**src/rtl/enc_pkg.sv**
```systemverilog
// Shared types and constants for the one-hot to 4-bit code stream encoder.
// The line-to-code mapping matches the team's 4-to-16 decoder wiring.
package enc_pkg;

  localparam int LINE_W    = 16;
  localparam int CODE_W    = 4;
  // Lines below LO_LINES map downward from LO_BASE; the rest map upward from zero.
  localparam int LO_LINES  = 8;
  localparam int LO_BASE   = 15;
  localparam int HI_OFFSET = 8;

  typedef enum logic {
    EMPTY = 1'b0,
    FULL  = 1'b1
  } state_e;

  function automatic logic [CODE_W-1:0] line_to_code(input int idx);
    if (idx < LO_LINES) return CODE_W'(LO_BASE - idx);
    else                return CODE_W'(idx - HI_OFFSET);
  endfunction

endpackage

```
**src/rtl/enc_stream_core.sv**
```systemverilog
// Combinational one-hot check and line-to-code mapping.
// Define ENC_STREAM_PRIORITY_EN to encode the lowest set line of a multi-hot word instead of flagging it.
module enc_stream_core
  import enc_pkg::*;
(
  input  logic [LINE_W-1:0] i_data,
  output logic [CODE_W-1:0] o_code,
  output logic              o_err
);

  logic              w_found;
  logic              w_multi;
  logic [CODE_W-1:0] w_code;

  // NOTE: every variable gets a default before the loop so no latch is inferred.
  always_comb begin
    w_found = 1'b0;
    w_multi = 1'b0;
    w_code  = '0;
    for (int i = 0; i < LINE_W; i++) begin
      if (i_data[i]) begin
        if (!w_found) begin
          w_code  = line_to_code(i);
          w_found = 1'b1;
        end else begin
          w_multi = 1'b1;
        end
      end
    end
  end

`ifdef ENC_STREAM_PRIORITY_EN
  assign o_err = !w_found;
`else
  assign o_err = !w_found || w_multi;
`endif

  assign o_code = o_err ? '0 : w_code;

endmodule

```
**src/rtl/enc_stream.sv**
```systemverilog
// One-hot to code encoder with a single-entry valid/ready output stage and saturating error counter.
// Optional build macro: ENC_STREAM_PRIORITY_EN (handled in enc_stream_core).
module enc_stream
  import enc_pkg::*;
#(
  parameter int ERR_CNT_W = 8
) (
  input  logic                 clk,
  input  logic                 rst_n,
  input  logic                 in_valid,
  output logic                 in_ready,
  input  logic [LINE_W-1:0]    in_data,
  output logic                 out_valid,
  input  logic                 out_ready,
  output logic [CODE_W-1:0]    out_code,
  output logic                 out_err,
  input  logic                 clr_cnt,
  output logic [ERR_CNT_W-1:0] err_cnt
);

  state_e                r_state;
  logic [CODE_W-1:0]     r_code;
  logic                  r_err;
  logic [ERR_CNT_W-1:0]  r_cnt;
  logic [CODE_W-1:0]     w_code;
  logic                  w_err;
  logic                  w_accept;

  enc_stream_core u_core (
    .i_data (in_data),
    .o_code (w_code),
    .o_err  (w_err)
  );

  assign in_ready = (r_state == EMPTY) || out_ready;
  assign w_accept = in_valid && in_ready;

  // NOTE: sequential state uses non-blocking assignments so all registers update together.
  always_ff @(posedge clk or negedge rst_n) begin
    if (!rst_n) begin
      r_state <= EMPTY;
      r_code  <= '0;
      r_err   <= 1'b0;
    end else begin
      case (r_state)
        EMPTY: begin
          if (w_accept) begin
            r_state <= FULL;
            r_code  <= w_code;
            r_err   <= w_err;
          end
        end
        FULL: begin
          if (w_accept) begin
            r_code <= w_code;
            r_err  <= w_err;
          end else if (out_ready) begin
            r_state <= EMPTY;
          end
        end
        default: r_state <= EMPTY;
      endcase
    end
  end

  // Clear wins over a same-cycle increment; the count sticks at all-ones.
  always_ff @(posedge clk or negedge rst_n) begin
    if (!rst_n) begin
      r_cnt <= '0;
    end else if (clr_cnt) begin
      r_cnt <= '0;
    end else if (w_accept && w_err && (r_cnt != '1)) begin
      r_cnt <= r_cnt + 1'b1;
    end
  end

  assign out_valid = (r_state == FULL);
  assign out_code  = r_code;
  assign out_err   = r_err;
  assign err_cnt   = r_cnt;

endmodule
```
**config.mk**
```make
export PLATFORM = sky130hd
export DESIGN_NAME = enc_stream
export DESIGN_NICKNAME = d
export VERILOG_FILES = /design/src/rtl/enc_pkg.sv /design/src/rtl/enc_stream_core.sv /design/src/rtl/enc_stream.sv
export SDC_FILE = /design/constraint.sdc
export NUM_CORES = 1
export LEC_CHECK = 0
export ABC_AREA = 1
export BUFFER_PORTS_ARGS = -buffer_cell sky130_fd_sc_hd__buf_2
export CELL_PAD_IN_SITES_DETAIL_PLACEMENT = 1
export CELL_PAD_IN_SITES_GLOBAL_PLACEMENT = 2
export CORE_MARGIN = 2
export CORE_UTILIZATION = 26
export CTS_CLUSTER_SIZE = 14
export DETAILED_ROUTE_END_ITERATION = 10
export PLACE_DENSITY = 0.8
export SKIP_LAST_GASP = 1
export SLEW_MARGIN = 20
export SYNTH_ARGS = -nofsm -noshare
export SYNTH_HDL_FRONTEND = slang
export SYNTH_SLANG_ARGS = --single-unit
```
**constraint.sdc**
```tcl
create_clock -name clk -period 1.67 [get_ports clk]
set_input_delay 0.0835 -clock clk [delete_from_list [all_inputs] [get_ports clk]]
set_output_delay 0.0835 -clock clk [all_outputs]
set_load 0.02 [all_outputs]
```
**Word-level counts from Yosys, hierarchy flattened**

Index checks and enable logic that the tools add are counted.

- Add/sub/neg operators: 1
- Eq/ne operators: 1
- Multiplexer cells: 86
- Bitwise gates (word level): 1
- Reductions and logical operators: 7

Operators with widths:

| kind | number |
|---|---|
| 4-bit two-way mux | 33 |
| 1-bit two-way mux | 50 |
| 8-bit two-way mux | 2 |
| 8-bit by 1-bit adder with 8-bit output (second input constant) | 1 |
| 8-bit inequality test (second input constant) | 1 |
| 1-bit logical AND | 3 |
| 1-bit logical OR | 2 |
| 1-bit case mux with 2 select lines | 1 |
| 2-bit nonzero test | 1 |
| 1-bit zero test | 1 |
| 1-bit inverter | 1 |

- Register bits after elaboration: 14
- Input port bits: 21

**Logic depth before layout (Yosys ltp)**

Gate-level depths: netlist of the first run.

- Depth after elaboration: 36
- Mapped depth: 13

**Modules after synthesis**

From an unflattened synthesis of the first run, not the netlist that was laid out.

- Cell total of the unflattened synthesis: 190
- Area total of the unflattened synthesis: 1,204.9 µm²

Modules (own cells, without submodules):

| module | instances | cells each | area an instance (µm²) |
|---|---|---|---|
| enc_stream | 1 | 98 | 767.0 |
| enc_stream_core | 1 | 92 | 437.9 |

**Worst setup path before layout of the first run**

Ideal clock, no wire load.

- Path type: register to register
- Start point: register r_cnt[0], in the netlist err_cnt[0]
- End point: register r_cnt[2], in the netlist err_cnt[2]
- Arrival time: 1,429 ps
- Data required time: 1,551 ps
- Path slack: 122 ps
- Cell stages (with the launch flop): 9
- Path buffers: 0
- Clock period less this slack: 1,548 ps
- Cell sequence: dfrtp_1 ha_1 nand2_1 nor2_1 nand3_1 nand3_4 nand2_8 nand2_2 nand2_1

- Cells in the longest elaborated chain, start to end: 3
- Elaborated cells on any way between the ends: 6

Ends and longest elaborated chain:

| what | line | RTL |
|---|---|---|
| start: declaration | enc_stream.sv:24 | `logic [ERR_CNT_W-1:0] r_cnt;` |
| start signal: assignment | enc_stream.sv:73 | `r_cnt <= r_cnt + 1'b1;` |
| 8-bit by 1-bit adder with 8-bit output or 8-bit inequality test (tied branches) | enc_stream.sv:73, enc_stream.sv:72 |  |
| 8-bit two-way mux or 1-bit logical AND (tied branches) | enc_stream.sv:72 | `end else if (w_accept && w_err && (r_cnt != '1)) begin` |
| 8-bit two-way mux or 2-bit nonzero test (tied branches) | - |  |

Parallel ways exist; a longest one is shown, timed or not. The select of a mux whose other input is x is not followed.
A chain may end at the register's enable or synchronous reset.

**Worst setup path in the final report of the first run**

- Start point: register r_cnt[0], in the netlist err_cnt[0]
- End point: register r_cnt[3], in the netlist err_cnt[3]

Same word-level chain as after synthesis.

==> impl_results.md, run 1 <==
* Post-layout util at 0.354
* Clock buffer depth at 2
* WL/cell at 11.2 microns
* Final period util at 0.916
* Max Cap Violations at 0
* Peak VDD IR at 0.000272 V
* Critical Setup Path Class: reg -> reg
* Starting DRT DRC Count at 34
* Drt drc at 0
* Grt total ovfl at 0
* DP Worst Slack at 0.00263 ns
* Via count at 1243
* Final wirelength at 3070 microns
* CTS sink cnt at 14
* Diode count at 0
* Logic pwr share at 0.252
* Seq pwr share at 0.391
* Power per cell area at 609 nW/um^2
* Fill cell total of the finished layout at 598
* Switching share of power at 0.304
* Die height at 70.9 microns
* CTS tree: done
* Slew @ Worst Pin at 0.359 ns
* Initial core utilization at 0.269
* Post-CTS Setup Repair Bufs at 0
* DRT Pass-1 Iters at 4
* Int Pwr at 0.000649 W
* Share of layout cells above drive strength 1 at 0.314
* Fin. Hold Viols at 0
* Startpoint Class: flop
* Library cells used by synthesis at 24
* Chip width at 70.9 microns
* Setup WS post-layout at 0.141 ns
* Final HPWL DP at 2560 microns
* Clk Latency, worst-skew pair at 0.25 ns
* Clk pwr share at 0.358
* H-tree levels at 1
* # placed instances at 270
* Setup TNS at 0 ns
* Kind of end point of the critical path: flop
* Unrepaired setup endpoints after global routing: false
* Period minus WS final at 1.53 ns
* Core Box Area at 4320 sq um
* Synthesized Nets at 197
* Pins over their slew limit at 0
* Switching power at 0.000284 W
* Seq/Total Area, Yosys at 0.301
* I/O Pins at 36
* Outcome: completed
* Vias/cell at 4.52
* Syn avg cell area at 6.64 sq um
* Area grow syn2layout at 31.8%
* Root Buffer: clkbuf_8
* # nets final at 246
* First-pass GRT wire length at 5490 microns
* CTS Buf Count at 3
* Worst Path Required at 1.80 ns
* Area of the multi-input gates at 718 sq um
* Ys Warns at 0
* Antenna violations before repair at 0
* Arr. time, crit path at 1.66 ns
* Total power at 0.000933 W
* Vias in the first global route at 1259
* DIE AREA at 5020 sq um
* Syn Inst Count at 175
* Total track usage at 0.134
* Crit path max fanout at 9
* Final std cells w/o fill at 275
* Final clock skew at 0.00369 ns
* Synth Cell Area at 1160 sq um
* Antenna-violating nets left at 0
* P_leak at 0.849 nW
* Worst hold path type: in -> reg
* Yosys reg bits at 14
* Row Count at 24
* Slew headroom at 0.759
* FMAX at 654 MHz
* Final setup viols at 0
* Largest net degree at the start of global routing at 15
* Worst-path clk slew at 0.06 ns
* Gpl congestion at 0.791
* Reg area at 350 sq um
* Number of port buffers at 35
cell type report:
type,instances,area share
inverters,24,0.0588
flip-flops and latches,14,0.229
multi-input cells,136,0.469
clock buffers,4,0.0359
well taps,52,0.0425
repair buffers,45,0.165
sequential cells by signal, indices dropped and copies added (netlist names):
name	count
err_cnt	8
out_code	4
out_err	1
out_valid	1
kinds of logic after synthesis:
kind of cell / synth area share
XOR/XNOR: 0.0377
AO/OA/AOI/OAI: 0.0441
flip-flops: 0.301
adder cells (fa/ha/maj): 0.0108
AND/OR/NAND/NOR: 0.525
buffers and inverters: 0.0807
routing by layer:
metal  global-route usage  part of all wire  vias to the layer above  wire (microns)
met2                0.221              0.47                       28            1430
met5                    0                 0                        -               0
met4               0.0566             0.018                        0              55
met3               0.0185             0.038                        4             117
li1                     -                 -                      643               -
met1                0.177              0.48                      568            1470
cells in the mapped netlist:
master    count  area [sq um]
clkbuf_1      1          3.75
nand2_8       1          20.0
nor3_1        3          15.0
a21oi_1       2          10.0
nand4_1       6          37.5
dfrtp_1      14           350
o21ai_0       5          25.0
inv_2         1          3.75
nor2_1       20          75.1
nand3_2       2          20.0
xnor2_1       1          8.76
clkinv_1      1          3.75
nor2_2        3          18.8
nor2_4        4          45.0
nor3b_1       1          7.51
nand3_4       2          35.0
xor2_1        4          35.0
o21bai_1      1          7.51
ha_1          1          12.5
o221ai_1      1          8.76
nand3_1      14          70.1
nand2_1      56           210
nand2_2       9          56.3
inv_1        22          82.6
metrics by stage:
stage	hold WS (ns)	instance area, sq um
global route	0.0514	1530
global placement	-0.00228	1470
finish	0.0394	1530
detailed placement	0.00338	1470
CTS	0.0361	1530
floorplan	-0.212	1160
power by group through the flow:
stage | clock network [W] | logic, W | registers, W
after floorplan | 0 | 0.000108 | 0.000394
after global placement | 0 | 0.000234 | 0.000371
after detailed placement | 0 | 0.000237 | 0.000371
after CTS | 0.000345 | 0.000239 | 0.000364
after global routing | 0.000357 | 0.000268 | 0.000367
final | 0.000334 | 0.000235 | 0.000365
final timing paths:
check | depth (start not counted) | startpoint | to | slack (ns)
worst max-delay path | 8 | err_cnt[0] | err_cnt[3] | 0.14
worst min-delay path | 3 | in_valid | out_valid | 0.04
worst max register to register | 8 | err_cnt[0] | err_cnt[3] | 0.14
worst min register to register | 2 | out_code[2] | out_code[2] | 0.49
max in group asynchronous | 2 | rst_n | out_err | 1.16
min in group asynchronous | 2 | rst_n | err_cnt[6] | 0.26
what timing repair did:
item,in CTS,in global routing
hold buffers,1,0
resized for setup,0,0
endpoints found under the hold margin,14,0
critical path, stage by stage, from the launching register on:
cell and delay (ns):
dfrtp_1 0.35, ha_1 0.21, nand2_1 0.09, nor2_1 0.19, nand3_1 0.16, nand3_4 0.19, nand2_8 0.10, nand2_2 0.07
nand2_1 0.05
placed cells by master, fill, tap and decap left out:
cell            n
a21oi_1         2
o21bai_1        1
nor3b_1         1
nand2_8         1
xnor2_1         1
dlygate4sd3_1   1
xor2_1          4
nand4_1         6
buf_2          35
nand2_2         9
nor3_1          3
nor2_1         20
clkinv_1        1
clkbuf_8        4
ha_1            1
nand2_1        56
nor2_2          3
inv_2           1
nor2_4          4
nand3_2         2
dfrtp_1        14
o21ai_0         5
inv_1          22
buf_4           9
o221ai_1        1
nand3_1        14
nand3_4         2
Power figures use the tool's default switching activity.
==> run 2: changes to the inputs <==
--- a/config.mk
+++ b/config.mk
@@ -16,2 +16,3 @@
 export PLACE_DENSITY = 0.8
+export RECOVER_POWER = 100
 export SKIP_LAST_GASP = 1
--- a/constraint.sdc
+++ b/constraint.sdc
@@ -3,2 +3,2 @@
 set_output_delay 0.0835 -clock clk [all_outputs]
-set_load 0.02 [all_outputs]
+set_load 0.005 [all_outputs]
==> run 2 against run 1 <==
Net effect: cell area shrank 2.5%; critical path depth is the same; sequential share of layout area grew 0.59 points; clock power is essentially flat; hold slack is essentially flat; die area is the same; flip-flop and latch count is the same; maximum frequency grew 1.3%; critical path type unchanged.
==> impl_results.md, run 2 (synthesis results as in run 1) <==
* I/O Pins at 36 (unchanged)
* Most common cell after layout, fill and taps aside: nand2_1
* Clock buffer depth at 2 (unchanged)
* # nets final at 246 (unchanged)
* CTS sink cnt at 14 (unchanged)
* Final period util at 0.904 (-0.0114)
* Outcome: completed
* Crit path max fanout at 9 (unchanged)
* First-pass GRT wire length at 5490 microns (unchanged)
* WL/cell at 11.1 microns (about the same)
* Peak VDD IR at 0.000269 V (-1.2%)
* Worst-path clk slew at 0.06 ns (about the same)
* Vias in the first global route at 1259 (unchanged)
* Diode count at 0 (unchanged)
* Antenna violations before repair at 0 (unchanged)
* P_leak at 0.821 nW (-3.3%)
* Final HPWL DP at 2560 microns (unchanged)
* Worst hold path type: in -> reg
* DIE AREA at 5020 sq um (unchanged)
* Worst Path Required at 1.80 ns (about the same)
* Drt drc at 0 (unchanged)
* Share of layout cells above drive strength 1 at 0.251 (-0.0628)
* Setup TNS at 0 ns (unchanged)
* Critical Setup Path Class: reg -> reg
* Arr. time, crit path at 1.64 ns (-0.02 ns)
* Area grow syn2layout at 28.4%
* Unrepaired setup endpoints after global routing: false
* Antenna-violating nets left at 0 (unchanged)
* Starting DRT DRC Count at 25 (-26%)
* Final clock skew at 0.00377 ns (+0.0000784 ns)
* Largest net degree at the start of global routing at 15 (unchanged)
* Vias/cell at 4.57 (+1.1%)
* Worst r2r src: err_cnt[0]
* Reg-to-reg slack, setup at 0.16 ns (+0.02 ns)
* Max reg flops at 8 (unchanged)
* Clk Latency, worst-skew pair at 0.25 ns (about the same)
* Gpl congestion at 0.791 (unchanged)
* Pins over their slew limit at 0 (unchanged)
* Startpoint Class: flop
* Kind of end point of the critical path: flop
* Initial core utilization at 0.269 (unchanged)
* Most frequent cells in the layout: 63 x nand2_1, 30 x buf_2, 22 x inv_1
* Post-CTS Setup Repair Bufs at 0 (unchanged)
* Row Count at 24 (unchanged)
* Chip width at 70.9 microns (unchanged)
* Via count at 1257 (+1.1%)
* Worst Setup EP: err_cnt[3]
* Slew headroom at 0.484 (-0.275)
* R2R cell count at 8 (unchanged)
* # hold bufs at CTS at 1 (unchanged)
* Final wirelength at 3070 microns (about the same)
* Power per cell area at 603 nW/um^2 (-0.99%)
* Period minus WS final at 1.51 ns (-0.0190 ns)
* Total power at 0.000901 W (-3.5%)
* Grt total ovfl at 0 (unchanged)
* Total track usage at 0.134 (unchanged)
* CTS Buf Count at 3 (unchanged)
* Final setup viols at 0 (unchanged)
* CTS tree: done
* Slew @ Worst Pin at 0.774 ns (+0.415 ns)
* Number of port buffers at 35 (unchanged)
* DRT Pass-1 Iters at 4 (unchanged)
* Die height at 70.9 microns (unchanged)
* Critical path startpoint: err_cnt[0]
* Max Cap Violations at 0 (unchanged)
* Fin. Hold Viols at 0 (unchanged)
* Number of gates resized after cts at 0 (unchanged)
* Root Buffer: clkbuf_8
* Worst reg2reg endpoint: err_cnt[3]
* H-tree levels at 1 (unchanged)
* Core Box Area at 4320 sq um (unchanged)
* FMAX at 662 MHz (+1.3%)
[run 2: cell types whose count changed in the layout (fill, tap and decap cells not counted)]
cell,before,now
clkbuf_1,0,7
nand2_1,56,63
nand2_2,9,2
buf_2,35,30
buf_4,9,6
clkbuf_2,0,1
nor2_2,3,4
nor2_4,4,3
[run 2: area by class of cell]
class                   count  area, sq um
multi-input cells         136          696
well taps                  52         65.1
repair buffers             45          236
flip-flops and latches     14          350
fillers                   600         2830
inverters                  24         90.1
clock buffers               4         55.1
[run 2: metal layers]
| metal | global-route usage | routed length, microns | up-vias |
|---|---|---|---|
| met5 | 0 | 0 | - |
| met4 | 0.0566 | 55 | 0 |
| met3 | 0.0185 | 116 | 4 |
| met2 | 0.221 | 1440 | 28 |
| met1 | 0.177 | 1450 | 577 |
| li1 | - | - | 648 |
[run 2: report_power, final]
part / switching [W] / internal, W
sequential: 0.0000104 / 0.000354
clock: 0.000125 / 0.000209
combinational: 0.000127 / 0.0000761
[run 2: worst min path at each step]
stage,cells after the start,endpoint,from
CTS,3,out_valid,in_valid
global route,3,out_valid,in_valid
finish,3,out_valid,in_valid
floorplan,0,err_cnt[0],rst_n
detailed placement,1,err_cnt[3],rst_n
global placement,1,out_valid,rst_n
[run 2: per-stage QoR]
stage	hold slack (ns)	worst slack, ns	utilization	area, sq um	cells
after floorplan	-0.212	0.255	-	1160	175
after global placement	-0.00228	0.0242	0.339	1470	270
after detailed placement	0.00338	0.00263	0.339	1470	270
after CTS	0.0361	0.148	0.354	1530	275
after global routing	0.0514	0.0221	0.345	1490	275
final	0.0394	0.160	0.345	1490	275
[run 2: critical path: stages, from the launching register on]
cell and delay, ns:
dfrtp_1 0.35, ha_1 0.20, nand2_1 0.09, nor2_1 0.19, nand3_1 0.16, nand3_4 0.19
nand2_8 0.09, nand2_1 0.07, nand2_1 0.05
==> run 3: changes to the inputs <==
CELL_PAD_IN_SITES_DETAIL_PLACEMENT = unset   (was 1)
CELL_PAD_IN_SITES_GLOBAL_PLACEMENT = unset   (was 2)
CORE_UTILIZATION = 41   (was 26)
PLACE_DENSITY = 0.68   (was 0.8)
==> run 3 against run 2 <==
Net effect: combinational power shrank 6%; sequential share of layout area increased by 1.1 points; non-clock buffer count fell by 2; maximum frequency down 0.79%; clock power is 28% lower; utilization grew 18 points; via count decreased by 5.7%; first-iteration DRC count rose by 72%; critical path type unchanged; largest power group unchanged.
==> impl_results.md, run 3 (synthesis results as in run 1) <==
* Row Count at 19 (-21%)
* Drt drc at 0 (unchanged)
* Number of gates resized after cts at 0 (unchanged)
* Chip width at 57.2 microns (-19%)
* Power per cell area at 559 nW/um^2 (-7.3%)
* Max Cap Violations at 0 (unchanged)
* M1 WL at 1280 microns (-12%)
* Reg-to-reg slack, setup at 0.15 ns (about the same)
* # nets final at 244 (-0.81%)
* Met3 wire length at 152 microns (+31%)
* Starting DRT DRC Count at 43 (+72%)
* Total track usage at 0.170 (+0.0358)
* Unrepaired setup endpoints after global routing: false
* Grt total ovfl at 0 (unchanged)
* Startpoint Class: flop
* H-tree levels at 1 (unchanged)
* Vias in the first global route at 1051 (-17%)
* CTS Buf Count at 3 (unchanged)
* Antenna-violating nets left at 0 (unchanged)
* Worst-path clk slew at 0.09 ns (+0.03 ns)
* P_leak at 0.796 nW (-3.1%)
* Post-layout util at 0.522 (+0.177)
* Area grow syn2layout at 22.7%
* Setup TNS at 0 ns (unchanged)
* Die height at 57.2 microns (-19%)
* Diode count at 0 (unchanged)
* Share of layout cells above drive strength 1 at 0.226 (-0.0249)
* Outcome: completed
* Worst r2r src: err_cnt[0]
* Crit path max fanout at 9 (unchanged)
* Worst hold path type: in -> reg
* Final period util at 0.912 (+0.00718)
* Pins over their slew limit at 0 (unchanged)
* Antenna violations before repair at 0 (unchanged)
* Gpl congestion at 0.842 (+6.4%)
* First-pass GRT wire length at 4440 microns (-19%)
* FMAX at 657 MHz (-0.79%)
* Peak VDD IR at 0.000433 V (+61%)
* Kind of end point of the critical path: flop
* Fin. Hold Viols at 0 (unchanged)
* Most common cell after layout, fill and taps aside: nand2_1
* Final wirelength at 2550 microns (-17%)
* Final HPWL DP at 2070 microns (-19%)
* Slew @ Worst Pin at 0.739 ns (-0.0356 ns)
* Vias/cell at 4.70 (+2.9%)
* CTS tree: done
* Clock buffer depth at 2 (unchanged)
* Most frequent cells in the layout: 63 x nand2_1, 29 x buf_2, 22 x inv_1
* Period minus WS final at 1.52 ns (+0.0120 ns)
* Dpl cell area at 1420 sq um (-3.3%)
* Min-Delay Endpoint: out_valid
* Fill cell total of the finished layout at 288 (-52%)
* Root Buffer: clkbuf_4
* Worst Path Required at 1.83 ns (+0.03 ns)
* Critical Setup Path Class: reg -> reg
* Arr. time, crit path at 1.68 ns (+0.04 ns)
* WL/cell at 10.1 microns (-9.2%)
* Core Box Area at 2730 sq um (-37%)
* Clk Latency, worst-skew pair at 0.28 ns (+0.03 ns)
* I/O Pins at 36 (unchanged)
* Slew headroom at 0.508 (+0.0237)
* Number of port buffers at 35 (unchanged)
* Final clock skew at 0.0106 ns (+0.00686 ns)
* Final instance area at 1430 sq um (-4.4%)
* Max reg flops at 8 (unchanged)
* Largest net degree at the start of global routing at 15 (unchanged)
* DIE AREA at 3280 sq um (-35%)
* CTS sink cnt at 14 (unchanged)
* DRT Pass-1 Iters at 4 (unchanged)
* Final setup viols at 0 (unchanged)
* Worst reg2reg endpoint: err_cnt[2]
* Via count at 1185 (-5.7%)
* Post-CTS Setup Repair Bufs at 0 (unchanged)
* Hold Crit Start: out_ready
* Initial core utilization at 0.425 (+0.156)
* Met2 WL at 1090 microns (-25%)
* Worst hold path depth at 4 (+1)
* Max layer used: met4
* R2R cell count at 8 (unchanged)
run 3: cell count changes in the layout (fill, tap and decap cells not counted), sizes merged:
cell,before,now
clkbuf,12,13
buf,36,32
dlygate4sd3,1,2
run 3: worst max path at each step:
stage | slack (ns) | startpoint | end | cells past startpoint
6_report | 0.15 | err_cnt[0] | err_cnt[2] | 8
3_5_place_dp | 0.06 | in_data[4] | err_cnt[2] | 13
3_3_place_gp | 0.09 | in_data[6] | err_cnt[3] | 11
4_1_cts | 0.15 | err_cnt[0] | err_cnt[2] | 8
2_1_floorplan | 0.26 | err_cnt[0] | err_cnt[2] | 8
5_1_grt | 0.04 | err_cnt[0] | err_cnt[2] | 8
run 3: repair_timing:
item                                    4_1_cts  5_1_grt
hold buffers                                  2        0
endpoints found under the setup margin        0        0
hold endpoints to repair                     15        0
run 3: metal layers:
layer | vias up | GRT usage
met4 | 0 | 0.0698
met3 | 2 | 0.0204
li1 | 644 | -
met2 | 47 | 0.248
met5 | - | 0
met1 | 492 | 0.255
run 3: final cells by class:
type / count / area [sq um] / share of cell area
Clock buffer: 4 / 36.3 / 0.0254
Inverter: 24 / 90.1 / 0.0632
Tap cell: 31 / 38.8 / 0.0272
Multi-Input combinational cell: 136 / 689 / 0.483
Sequential cell: 14 / 350 / 0.246
Timing Repair Buffer: 43 / 221 / 0.155
run 3: where the power goes:
part | switching, W | total (W) | internal, W
sequential | 0.0000115 | 0.000365 | 0.000353
combinational | 0.000118 | 0.000191 | 0.0000734
clock | 0.000109 | 0.000242 | 0.000132
run 3: stage by stage:
stage | setup slack (ns) | total power, W | hold slack (ns) | instances
6_report | 0.148 | 0.000798 | 0.0676 | 252
5_1_grt | 0.0370 | 0.000850 | 0.0812 | 252
4_1_cts | 0.149 | 0.000824 | 0.0643 | 252
3_5_place_dp | 0.0635 | 0.000576 | -0.00188 | 246
3_3_place_gp | 0.0863 | 0.000575 | 0.0000999 | 246
2_1_floorplan | 0.255 | 0.000483 | -0.212 | 175
run 3: critical path: stages, from the launching register on:
cell and delay [ns]:
dfrtp_1 0.39, ha_1 0.20, nand2_1 0.08, nor2_1 0.19
nand3_1 0.14, nand3_4 0.16, nand2_4 0.10, nand2_1 0.08
nand2_1 0.05
